## src/rtl/axi4_lite_slv_reg_bank.sv

```systemverilog
// AXI4-Lite slave exposing NUM_REGS memory-mapped registers.
// Each register is either read/write (held here, driven on reg_out) or
// read-only (value taken from reg_in at read time). Write address and write
// data are captured into independent holding registers and committed together
// once both are present and no write response is pending.
module axi4_lite_slv_reg_bank #(
    parameter int                          ADDR_BIT_WIDTH = 32,
    parameter int                          DATA_BIT_WIDTH = 32,
    parameter int                          NUM_REGS       = 16,
    parameter logic [ADDR_BIT_WIDTH-1:0]   BASE_ADDR      = '0,
    parameter logic [NUM_REGS-1:0]         RO_MASK        = '0,
    parameter logic [DATA_BIT_WIDTH-1:0]   RST_VAL        = '0
) (
    input  logic                                 clk,
    input  logic                                 rst_n,

    input  logic [ADDR_BIT_WIDTH-1:0]            awaddr,
    input  logic [2:0]                           awprot,
    input  logic                                 awvalid,
    output logic                                 awready,

    input  logic [DATA_BIT_WIDTH-1:0]            wdata,
    input  logic [DATA_BIT_WIDTH/8-1:0]          wstrb,
    input  logic                                 wvalid,
    output logic                                 wready,

    output logic [1:0]                           bresp,
    output logic                                 bvalid,
    input  logic                                 bready,

    input  logic [ADDR_BIT_WIDTH-1:0]            araddr,
    input  logic [2:0]                           arprot,
    input  logic                                 arvalid,
    output logic                                 arready,

    output logic [DATA_BIT_WIDTH-1:0]            rdata,
    output logic [1:0]                           rresp,
    output logic                                 rvalid,
    input  logic                                 rready,

    output logic [NUM_REGS*DATA_BIT_WIDTH-1:0]   reg_out,
    input  logic [NUM_REGS*DATA_BIT_WIDTH-1:0]   reg_in,
    output logic [NUM_REGS-1:0]                  wr_pulse,
    output logic [NUM_REGS-1:0]                  rd_pulse
);

    localparam int STRB_W   = DATA_BIT_WIDTH / 8;
    localparam int ADDR_LSB = $clog2(STRB_W);
    localparam int IDX_W    = (NUM_REGS > 1) ? $clog2(NUM_REGS) : 1;

    localparam logic [1:0] RESP_OKAY   = 2'b00;
    localparam logic [1:0] RESP_SLVERR = 2'b10;

    localparam logic [ADDR_BIT_WIDTH-1:0] NUM_REGS_A = ADDR_BIT_WIDTH'(NUM_REGS);

    // Word index relative to BASE_ADDR; addresses below the base wrap to a
    // huge index and therefore fall out of range naturally.
    function automatic logic [ADDR_BIT_WIDTH-1:0] word_of(input logic [ADDR_BIT_WIDTH-1:0] a);
        return (a - BASE_ADDR) >> ADDR_LSB;
    endfunction

    logic                          ready_en;

    logic                          aw_held;
    logic [ADDR_BIT_WIDTH-1:0]     aw_addr_q;
    logic                          w_held;
    logic [DATA_BIT_WIDTH-1:0]     w_data_q;
    logic [STRB_W-1:0]             w_strb_q;

    logic                          aw_hs;
    logic                          w_hs;
    logic                          ar_hs;
    logic                          b_hs;
    logic                          r_hs;
    logic                          commit;

    logic [ADDR_BIT_WIDTH-1:0]     wr_word;
    logic [ADDR_BIT_WIDTH-1:0]     rd_word;
    logic                          wr_in_range;
    logic                          rd_in_range;
    logic [IDX_W-1:0]              wr_idx;
    logic [IDX_W-1:0]              rd_idx;
    logic [NUM_REGS-1:0]           wr_sel;
    logic [NUM_REGS-1:0]           rd_sel;
    logic                          ro_hit;
    logic                          wr_ok;
    logic [NUM_REGS-1:0]           wr_en;

    logic [NUM_REGS-1:0][DATA_BIT_WIDTH-1:0] rd_src;
    logic [DATA_BIT_WIDTH-1:0]     rd_mux;

    // Protection bits carry no meaning for this bank.
    logic                          unused_inputs;
    assign unused_inputs = ^{awprot, arprot};

    assign aw_hs   = awvalid & awready;
    assign w_hs    = wvalid & wready;
    assign ar_hs   = arvalid & arready;
    assign b_hs    = bvalid & bready;
    assign r_hs    = rvalid & rready;

    assign awready = ready_en & ~aw_held;
    assign wready  = ready_en & ~w_held;
    assign arready = ready_en & ~rvalid;

    // A write commits only when both halves are present and the previous
    // response has been taken, so a stalled B channel backs up AW/W.
    assign commit  = aw_held & w_held & ~bvalid;

    // Hold all ready outputs low until the first edge after reset release.
    always_ff @(posedge clk or negedge rst_n) begin
        if (!rst_n) begin
            ready_en <= 1'b0;
        end else begin
            ready_en <= 1'b1;
        end
    end

    // Write address holding register: filled on AW handshake, drained on commit.
    always_ff @(posedge clk or negedge rst_n) begin
        if (!rst_n) begin
            aw_held   <= 1'b0;
            aw_addr_q <= '0;
        end else if (commit) begin
            aw_held   <= 1'b0;
        end else if (aw_hs) begin
            aw_held   <= 1'b1;
            aw_addr_q <= awaddr;
        end
    end

    // Write data holding register: filled on W handshake, drained on commit.
    always_ff @(posedge clk or negedge rst_n) begin
        if (!rst_n) begin
            w_held   <= 1'b0;
            w_data_q <= '0;
            w_strb_q <= '0;
        end else if (commit) begin
            w_held   <= 1'b0;
        end else if (w_hs) begin
            w_held   <= 1'b1;
            w_data_q <= wdata;
            w_strb_q <= wstrb;
        end
    end

    assign wr_word     = word_of(aw_addr_q);
    assign rd_word     = word_of(araddr);
    assign wr_in_range = (wr_word < NUM_REGS_A);
    assign rd_in_range = (rd_word < NUM_REGS_A);
    assign wr_idx      = wr_word[IDX_W-1:0];
    assign rd_idx      = rd_word[IDX_W-1:0];

    // One-hot register selects for the pending write and the current read.
    always_comb begin
        wr_sel = '0;
        rd_sel = '0;
        for (int i = 0; i < NUM_REGS; i++) begin
            wr_sel[i] = wr_in_range & (wr_idx == IDX_W'(i));
            rd_sel[i] = rd_in_range & (rd_idx == IDX_W'(i));
        end
    end

    assign ro_hit = |(wr_sel & RO_MASK);
    assign wr_ok  = wr_in_range & ~ro_hit;
    assign wr_en  = {NUM_REGS{commit}} & wr_sel & ~RO_MASK;

    // Per-register storage: RW slots hold flops, RO slots are pass-through
    // from reg_in and show 0 on reg_out.
    for (genvar gi = 0; gi < NUM_REGS; gi++) begin : g_reg
        if (RO_MASK[gi]) begin : g_ro
            assign reg_out[gi*DATA_BIT_WIDTH +: DATA_BIT_WIDTH] = '0;
            assign rd_src[gi] = reg_in[gi*DATA_BIT_WIDTH +: DATA_BIT_WIDTH];
        end else begin : g_rw
            logic [DATA_BIT_WIDTH-1:0] q;

            // Byte-enabled update on a committed write to this slot.
            always_ff @(posedge clk or negedge rst_n) begin
                if (!rst_n) begin
                    q <= RST_VAL;
                end else if (wr_en[gi]) begin
                    for (int b = 0; b < STRB_W; b++) begin
                        if (w_strb_q[b]) begin
                            q[b*8 +: 8] <= w_data_q[b*8 +: 8];
                        end
                    end
                end
            end

            assign reg_out[gi*DATA_BIT_WIDTH +: DATA_BIT_WIDTH] = q;
            assign rd_src[gi] = q;
        end
    end

    // Read data mux; out-of-range reads select nothing and return 0.
    always_comb begin
        rd_mux = '0;
        for (int i = 0; i < NUM_REGS; i++) begin
            if (rd_sel[i]) begin
                rd_mux = rd_src[i];
            end
        end
    end

    // Write response: set by commit, held until the master takes it.
    always_ff @(posedge clk or negedge rst_n) begin
        if (!rst_n) begin
            bvalid <= 1'b0;
            bresp  <= RESP_OKAY;
        end else if (commit) begin
            bvalid <= 1'b1;
            bresp  <= wr_ok ? RESP_OKAY : RESP_SLVERR;
        end else if (b_hs) begin
            bvalid <= 1'b0;
        end
    end

    // Write strobe is high only in the cycle following the commit.
    always_ff @(posedge clk or negedge rst_n) begin
        if (!rst_n) begin
            wr_pulse <= '0;
        end else begin
            wr_pulse <= wr_en;
        end
    end

    // Read response: data sampled at the AR handshake, held until taken.
    always_ff @(posedge clk or negedge rst_n) begin
        if (!rst_n) begin
            rvalid <= 1'b0;
            rdata  <= '0;
            rresp  <= RESP_OKAY;
        end else if (ar_hs) begin
            rvalid <= 1'b1;
            rdata  <= rd_mux;
            rresp  <= rd_in_range ? RESP_OKAY : RESP_SLVERR;
        end else if (r_hs) begin
            rvalid <= 1'b0;
        end
    end

    // Read strobe marks the accepted register for one cycle.
    always_ff @(posedge clk or negedge rst_n) begin
        if (!rst_n) begin
            rd_pulse <= '0;
        end else begin
            rd_pulse <= ar_hs ? rd_sel : '0;
        end
    end

endmodule

```

## config.mk

```make
export PLATFORM = sky130hd
export DESIGN_NAME = axi4_lite_slv_reg_bank
export DESIGN_NICKNAME = d
export VERILOG_FILES = /design/src/rtl/axi4_lite_slv_reg_bank.sv
export SDC_FILE = /design/constraint.sdc
export NUM_CORES = 1
export LEC_CHECK = 0
export ABC_AREA = 1
export CAP_MARGIN = 20
export CELL_PAD_IN_SITES_DETAIL_PLACEMENT = 0
export CELL_PAD_IN_SITES_GLOBAL_PLACEMENT = 1
export CORE_AREA = 2 2 469 471
export DETAILED_ROUTE_END_ITERATION = 12
export DIE_AREA = 0 0 471 473
export PLACE_DENSITY = 0.43
export SETUP_SLACK_MARGIN = 0.05
export SLEW_MARGIN = 20
export SYNTH_ARGS = -nofsm -noshare
export SYNTH_HDL_FRONTEND = slang
export SYNTH_SLANG_ARGS = --single-unit
```

## constraint.sdc

```tcl
create_clock -name clk -period 2.3 [get_ports clk]
set_input_delay 0.46 -clock clk [delete_from_list [all_inputs] [get_ports clk]]
set_output_delay 0.46 -clock clk [all_outputs]
set_load 0.005 [all_outputs]
```

==> metrics <==
Worst Setup Start Kind flip-flop; Die Footprint 222,800 sq um; R2R depth 15; sequential element share of the synthesized area 55.40%; number of max-cap violations 0; clk_lat worst skew 0.74 ns; Final Hold Viols 0; violated checks setup timing; Area Overhead vs Synth 73.00%; Placed Instances 7,299; IO buf count 685; layout cells sized above 1 28.62%; cell at the root of the clock tree clkbuf_16; routed len/inst 27.33 microns; CTS tree done; total area of multi-input combinational cells 13,470 sq um; Via Count 30.00k; via density per instance 3.966; TritonCTS Buffers 86; row cnt 172; Distinct cells, synth 35; TritonCTS sink count 649; Sequential cell area 16,270 sq um; clock tree buffer depth 3; areal power density over the cells 641.4 nW/um^2; minimum clock period after layout 2.442 ns; Residual DRC 0; kind of end point of the critical path output port; net total in the final layout 5,240; H-tree lvl count 3; CORE AREA 218,200 sq um; average cell area after synthesis 8.078 sq um; post-layout worst setup margin -0.1422 ns; Placer Congestion 0.8318; Initial Utilization 13.43%; number of nets with antenna violations after detailed routing 0; clk slew on worst S/H paths 0.06 ns; crit-path cells inv_1 -> nor2_4 -> clkdlybuf4s50_1; post-synthesis register bit count 649; GRT Overall Usage 17.72%; total global routing overflow 0; setup TNS -7.396 ns; Setup CP Type reg2out; wire length of the first global-routing pass 270,200 microns; Period Utilization, post-route 106.2%; highest clock frequency the design can meet 409.5 MHz; cell area after technology mapping 29,320 sq um; slowest cell on the critical path clkdlybuf4s50_1; sum of internal, switching and leakage power 0.03253 W; worst path arrival time 1.98 ns; Final Core Density 23.24%; ports placed on the boundary 1,210; unrepaired setup endpoints after global routing true; Yosys warning count 0; maximum clock skew at final layout 0.03552 ns; count of routing violations after the opening detailed-route iteration 2,256; Critical Path Fanout Max 3; pre-CTS setup slack -1.126 ns; setup slack of the most critical reg-to-reg path -0.09 ns; vias in the first global route 29.23k; standby leakage power 24.17 nW; HPWL after detailed placement 152,500 microns; CP Launch Point ready_en; number of setup violations in the final report 198; die height 473 microns; worst relative slew slack 27.81%; worst reg2reg path endpoint g_reg[4].g_rw.q[20]; run status finished, violations left; Worst EP required 1.84 ns; Max VDD drop 0.5268 mV; measured slew at the worst slew-check pin 1.083 ns; max incr delay on CP 0.54 ns; Detailed Routing Iterations Pass 1 5; worst r2r src aw_addr_q[13]; worst setup path endpoint wready; Total Routed Length 206,700 microns; fillers 23.99k; number of pins exceeding their max-slew limit in the final report 0; Chip Width 471 microns; Worst Hold Class in2async; non-filler instance count after layout 7,564; antenna violations before repair 22; maximum number of pins on one net before global-route repair 85; Mapped Cells 3,629
## Yosys cell counts, drive strengths merged
| master | count | area (sq um) |
|---|---|---|
| dfrtp | 649 | 16240 |
| or2 | 1 | 6.260 |
| a21oi | 440 | 2202 |
| nor2 | 718 | 2785 |
| nor4 | 7 | 56.30 |
| nand4 | 124 | 782.0 |
| a22oi | 4 | 30.03 |
| mux2 | 27 | 304.0 |
| buf | 97 | 535.5 |
| nand3 | 125 | 640.6 |
| a22o | 3 | 26.28 |
| o21ai | 133 | 665.6 |
| clkinv | 33 | 123.9 |
| and2 | 1 | 6.260 |
| conb | 2 | 7.510 |
| a31oi | 1 | 6.260 |
| nor3 | 29 | 255.2 |
| inv | 528 | 1984 |
| clkbuf | 83 | 311.6 |
| nand2 | 624 | 2347 |
## cells by family (layout without fill, tap and decap cells)
kind of cell,Yosys count,count (layout),synth area share (%)
simple gates,1629,1629,23.46
mux,27,27,1.037
buf+inv,741,1797,10.08
compound gates,581,581,9.995
other cells,2,10,0.02562
flops,649,649,55.40
## layout make-up
type	count	share of cell area (%)
clock inverters	36	0.8783
diodes	7	0.03454
flip-flops and latches	649	32.07
multi-input cells	2240	26.55
repair buffers	1077	24.34
well taps	2871	7.083
inverters	561	4.231
clock buffers	123	4.813
## state kept, by name, summed over array words and instances (netlist names), 4 cells and up
name / flops
g.g_rw.q: 512
rdata: 32
w_data_q: 32
aw_addr_q: 30
rd_pulse: 16
wr_pulse: 16
w_strb_q: 4
## placed cells by master (no fill, tap or decap), types with 22 or more instances in the layout
| cell | count |
|---|---|
| a21oi_1 | 125 |
| a21oi_2 | 291 |
| a21oi_4 | 24 |
| buf_12 | 127 |
| buf_16 | 26 |
| buf_4 | 191 |
| buf_6 | 22 |
| clkbuf_1 | 22 |
| clkbuf_16 | 105 |
| clkdlybuf4s50_1 | 612 |
| clkinv_1 | 32 |
| dfrtp_1 | 629 |
| dlygate4sd2_1 | 64 |
| inv_1 | 503 |
| mux2_2 | 27 |
| nand2_1 | 567 |
| nand2_8 | 35 |
| nand3_1 | 118 |
| nand4_1 | 123 |
| nor2_1 | 390 |
| nor2_2 | 238 |
| nor2_4 | 88 |
| o21ai_0 | 123 |
## where the power goes
group	internal (W)	leakage (nW)	switching, W
sequential	0.0121	8.77	0.000709
clock	0.00803	1.41	0.00605
combinational	0.00129	14.0	0.00436
total	0.0214	24.2	0.0111
## metrics by stage
step / area (sq um) / hold WS (ns)
after floorplan: 29320 / 0.1644
after global placement: 42600 / 0.4366
after global routing: 50710 / 0.2290
final: 50720 / 0.2524
after CTS: 48280 / 0.2009
after detailed placement: 42600 / 0.4326
## worst min path at each step
stage	start	end	slack, ns	depth (start not counted)
after floorplan	rst_n	aw_addr_q[10]	0.16	0
after global routing	rst_n	g_reg[10].g_rw.q[10]	0.23	2
after global placement	rst_n	g_reg[10].g_rw.q[9]	0.44	1
after detailed placement	rst_n	g_reg[12].g_rw.q[14]	0.43	1
after CTS	bready	bvalid	0.20	2
final	rst_n	g_reg[10].g_rw.q[10]	0.25	2
## critical path, delay by kind of cell (launching register included)
kind	cells	cell delay, ns
buffers and inverters	2	0.73
and+or+nand+nor	1	0.22
DFF	1	0.32
## per-layer routing
metal  wire, microns  vias to the layer above  global-route usage, %
li1                -                    13460                      -
met1           95280                    15330                  24.12
met2           88800                     1043                  26.79
met3           18410                      170                  6.293
met4            4162                        8                  3.643
met5              47                        -                      0
## what timing repair did
item | CTS | global route
cloned | 26 | 19
endpoints found under the setup margin | 786 | 823
pin swaps | 159 | 131
resized for setup | 559 | 530
buffers inserted | 51 | 5
hold buffers | 1 | 0
endpoints found under the hold margin | 10 | 0
(Power assumes the default switching activity.)
